`src/rtl/imem_boot_loader.sv`:
```
// Boot loader: receives a length-prefixed, XOR-checked byte frame
// and writes it word by word into instruction memory.
module imem_boot_loader #(
    parameter int ADDR_W    = 12,
    parameter int MAX_WORDS = 4096
) (
    input  logic              clock,
    input  logic              reset,
    input  logic              in_valid,
    input  logic [7:0]        in_data,
    output logic              in_ready,
    output logic [ADDR_W-1:0] wr_addr,
    output logic [31:0]       wr_data,
    output logic              wr_en,
    output logic              proc_reset,
    output logic              done,
    output logic              error
);

    typedef enum logic [2:0] {
        HDR0,
        HDR1,
        PAYLOAD,
        CHECK,
        DONE,
        ERROR
    } state_t;

    localparam logic [31:0] MAX_N = MAX_WORDS;

    state_t            state;
    state_t            state_nx;
    logic              armed;
    logic [7:0]        len_hi;
    logic [15:0]       len;
    logic [1:0]        byte_cnt;
    logic [ADDR_W:0]   word_cnt;
    logic [23:0]       shift;
    logic [7:0]        csum;
    logic              accept;
    logic [15:0]       hdr_len;
    logic              last_word;

    // armed keeps in_ready low until the first edge after reset release
    assign in_ready  = armed && (state inside {HDR0, HDR1, PAYLOAD, CHECK});
    assign accept    = in_valid && in_ready;
    assign hdr_len   = {len_hi, in_data};
    assign last_word = ({{(31-ADDR_W){1'b0}}, word_cnt} + 32'd1)
                       == {16'd0, len};
    assign proc_reset = ~done;

    always_ff @(posedge clock or negedge reset) begin
        if (!reset) begin
            state <= HDR0;
        end else begin
            state <= state_nx;
        end
    end

    always_comb begin
        state_nx = state;
        if (accept) begin
            unique case (state)
                HDR0: state_nx = HDR1;
                HDR1: begin
                    if ({16'd0, hdr_len} > MAX_N) begin
                        state_nx = ERROR;
                    end else if (hdr_len == 16'd0) begin
                        state_nx = CHECK;
                    end else begin
                        state_nx = PAYLOAD;
                    end
                end
                PAYLOAD: begin
                    if (byte_cnt == 2'd3 && last_word) begin
                        state_nx = CHECK;
                    end
                end
                CHECK: state_nx = (in_data == csum) ? DONE : ERROR;
                default: state_nx = state;
            endcase
        end
    end

    always_ff @(posedge clock or negedge reset) begin
        if (!reset) begin
            armed    <= 1'b0;
            len_hi   <= 8'd0;
            len      <= 16'd0;
            byte_cnt <= 2'd0;
            word_cnt <= '0;
            shift    <= 24'd0;
            csum     <= 8'd0;
            wr_en    <= 1'b0;
            wr_addr  <= '0;
            wr_data  <= 32'd0;
            done     <= 1'b0;
            error    <= 1'b0;
        end else begin
            armed <= 1'b1;
            wr_en <= 1'b0;
            done  <= (state_nx == DONE);
            error <= (state_nx == ERROR);
            if (accept && state != CHECK) begin
                csum <= csum ^ in_data;
            end
            if (accept) begin
                unique case (state)
                    HDR0: len_hi <= in_data;
                    HDR1: begin
                        len      <= hdr_len;
                        byte_cnt <= 2'd0;
                        word_cnt <= '0;
                    end
                    PAYLOAD: begin
                        byte_cnt <= byte_cnt + 2'd1;
                        shift    <= {shift[15:0], in_data};
                        if (byte_cnt == 2'd3) begin
                            wr_en    <= 1'b1;
                            wr_data  <= {shift, in_data};
                            wr_addr  <= word_cnt[ADDR_W-1:0];
                            word_cnt <= word_cnt + 1'b1;
                        end
                    end
                    default: ;
                endcase
            end
        end
    end

endmodule

```
`config.mk`:
```
export PLATFORM = sky130hd
export DESIGN_NAME = imem_boot_loader
export DESIGN_NICKNAME = d
export VERILOG_FILES = /design/src/rtl/imem_boot_loader.sv
export SDC_FILE = /design/constraint.sdc
export NUM_CORES = 1
export LEC_CHECK = 0
export BUFFER_PORTS_ARGS = -buffer_cell sky130_fd_sc_hd__buf_4
export CORE_AREA = 2 2 111 113
export CTS_BUF_LIST = sky130_fd_sc_hd__clkbuf_16
export DETAILED_ROUTE_END_ITERATION = 8
export DIE_AREA = 0 0 113 115
export PLACE_DENSITY = 0.68
export SLEW_MARGIN = 5
export SYNTH_ARGS = -nofsm -noshare
export SYNTH_HDL_FRONTEND = slang
export SYNTH_SLANG_ARGS = --single-unit
```
`constraint.sdc`:
```
create_clock -name clock -period 1.7 [get_ports clock]
set_input_delay 0.425 -clock clock [delete_from_list [all_inputs] [get_ports clock]]
set_output_delay 0.425 -clock clock [all_outputs]
set_load 0.05 [all_outputs]
```
==> metrics <==
outcome=finished, violations left; failing checks=design-rule violations, negative setup slack; class of the worst hold path=input pin to flop; synthesized net count=521; Setup violations, final=4; detailed-placement wirelength estimate=8.97 mm; final period utilization=109%; Worst setup EP type=flop; Synth cell types=59; initial antenna violation count=0; Period minus WS final=1.85 ns; Critical Path RT=1.97 ns; Root Buffer=clkbuf_16; layout cells sized above 1=36.4%; detailed-route DRC error count=2; clock skew=0.00625 ns; DR WL/cell=16.3 µm; GRT overflow=0; vias=4132; Startpoint Class=flop; post-route antenna net violation count=0; Critical Path AT=2.13 ns; RSZ-0062 raised after global routing=true; TritonCTS clock tree=yes; P&R area growth vs syn=33.9%; final worst slack=-0.152 ns; nets=648; Pwr Density=1270 mW/mm²; Max rail drop VDD=0.732 mV; vias per inst=5.21; Max H-tree Level=4; gr usage total=20.8%; number of global-route vias before repair=4208; Hold Violations, Final=0; Initial Util=46.1%; CTS buffer count=17; hold_ws=0.362 ns; fin util=61.8%; FF+latch count, synth=122; Fmax=540 MHz; Post-Syn Area=0.00545 mm²; Bufs on Longest Clock Path=2; # port buffers=59; Post-Layout Cell Count=793; Post-Route WL=12.9 mm; Clock transition at path regs=0.05 ns; Leakage=3.64 nW; Setup TNS Final=-0.297 ns; largest net degree at the start of global routing=43; Die Wd=113 µm; Avg Inst Size Synth=10.7 µm²; yosys warns=0; Pre-Repair DR Iteration Count=6; Synth Flop Type=dfrtp_1; # clock sinks=122; number of diodes=0; Die ar.=0.0130 mm²; crit path kind=flop to flop; Core ar.=0.0118 mm²; num rows=40; later-pin clock latency in the skew report=0.40 ns; Post-synth EDFFs=0; register area share after synthesis=56.0%; Final Max Slew Viols=0; Die Span Y=115 µm; placed cells=757; 1st-iter DRT viols=278; number of maximum-capacitance violations=0; gate count after technology mapping=508; first-pass GRT wire length=21.2 mm; Post-synth ARST share=100%; GPL Wtd Cong=0.921; crit-path max FO=3; # IOs=60
kinds of logic (layout without fill, tap and decap cells):
family	after synthesis	count (layout)	synth area share (%)
AND/OR/NAND/NOR	210	210	17.9
buffers and inverters	35	173	3.12
adder cells (fa/ha/maj)	2	2	0.459
multiplexers	50	50	10.3
XOR/XNOR	33	33	5.30
flip-flops	122	122	56.0
AO/OA/AOI/OAI	55	55	6.82
other	1	1	0.0688
routing by layer:
layer  vias to the layer above  wire [µm]  GRT usage [%]
met4                         0        164           6.10
met2                        96       6380           34.9
met1                      2068       5820           27.3
li1                       1955          -              -
met3                        13        545           4.85
met5                         -          0              0
worst max-delay path, stage by stage, from the launching register on:
cell and delay [ns]:
dfrtp_1 0.38, or3_4 0.39, or4_4 0.49, o221ai_2 0.17, o32ai_2 0.13, nor2b_1 0.16
per-stage QoR:
| step | area (µm²) | setup slack, ns | total power, mW |
|---|---|---|---|
| final | 7300 | -0.152 | 9.26 |
| after global routing | 7300 | -0.212 | 9.73 |
| after CTS | 7190 | -0.150 | 9.19 |
| after detailed placement | 6580 | -0.231 | 5.92 |
| after global placement | 6580 | -0.176 | 5.84 |
| after floorplan | 5470 | -0.0353 | 5.13 |
worst paths after layout:
check / startpoint / endpoint / slack, ns / depth (start not counted)
max in group asynchronous: reset / wr_data[24] / 0.58 / 3
max reg2reg: len_hi[7] / done / -0.15 / 5
min: in_data[1] / wr_data[1] / 0.36 / 4
min in group asynchronous: reset / word_cnt[10] / 0.53 / 2
min reg2reg: shift[21] / wr_data[29] / 0.47 / 2
max: len_hi[7] / done / -0.15 / 5
state kept, by name (all words and copies together) (netlist names), 2 cells and up:
| name | cells |
|---|---|
| wr_addr | 12 |
| len | 16 |
| word_cnt | 13 |
| len_hi | 8 |
| state | 3 |
| shift | 24 |
| csum | 8 |
| byte_cnt | 2 |
| wr_data | 32 |
what timing repair did:
item	4_1_cts	5_1_grt
gates resized for setup	14	18
hold buffers	1	0
setup buffers	2	2
endpoints found under the hold margin	26	0
setup endpoints to repair	5	46
pin swaps	5	6
cloned	0	1
power by group:
part	total, mW	switching, mW	leakage, nW	internal, mW
registers	3.95	0.502	1.63	3.45
clock network	3.14	1.19	0.267	1.95
logic	2.17	1.05	1.74	1.11
total	9.26	2.74	3.64	6.51
cell usage after synthesis (all sizes together), types with 2 or more instances:
library cell    n  area [µm²]
nand2         153         577
dfrtp         122        3050
mux2           49         552
o21ai          23         115
buf            20         114
xnor2          20         175
nor2           13        51.3
xor2           13         114
clkbuf          8        30.0
inv             7        26.3
nor4            7        62.6
a21oi           5        25.0
a31oi           5        31.3
nand3           5        25.0
or3             5        41.3
and3            4        25.0
nand2b          4        25.0
nor2b           4        25.0
o31ai           4        35.0
and4            3        31.3
a21boi          2        15.0
a22o            2        17.5
ha              2        25.0
nand3b          2        27.5
nand4           2        18.8
nor3            2        10.0
o2111ai         2        17.5
o41ai           2        17.5
cells in the final DEF, fill, tap and decap left out, types with 4 or more instances in the layout:
cell	count
a21oi_1	4
nand2_1	152
xnor2_1	18
clkinv_2	4
buf_4	122
nor2_1	12
o21ai_0	19
or3_4	4
mux2_1	11
buf_12	7
a31oi_1	5
inv_1	9
dfrtp_1	119
mux2_2	38
nand2b_1	4
o21ai_1	4
buf_6	5
and3_1	4
clkbuf_16	17
xor2_1	13
cell type report:
type / count / area, µm²
Clock buffer: 17 / 425
Fill cell: 941 / 4520
Sequential cell: 122 / 3060
Inverter: 7 / 28.8
Timing Repair Buffer: 136 / 1130
Multi-Input combinational cell: 351 / 2380
Tap cell: 147 / 184
Clock inverter: 13 / 92.6
Note: power is estimated with default switching activity, not from simulation.
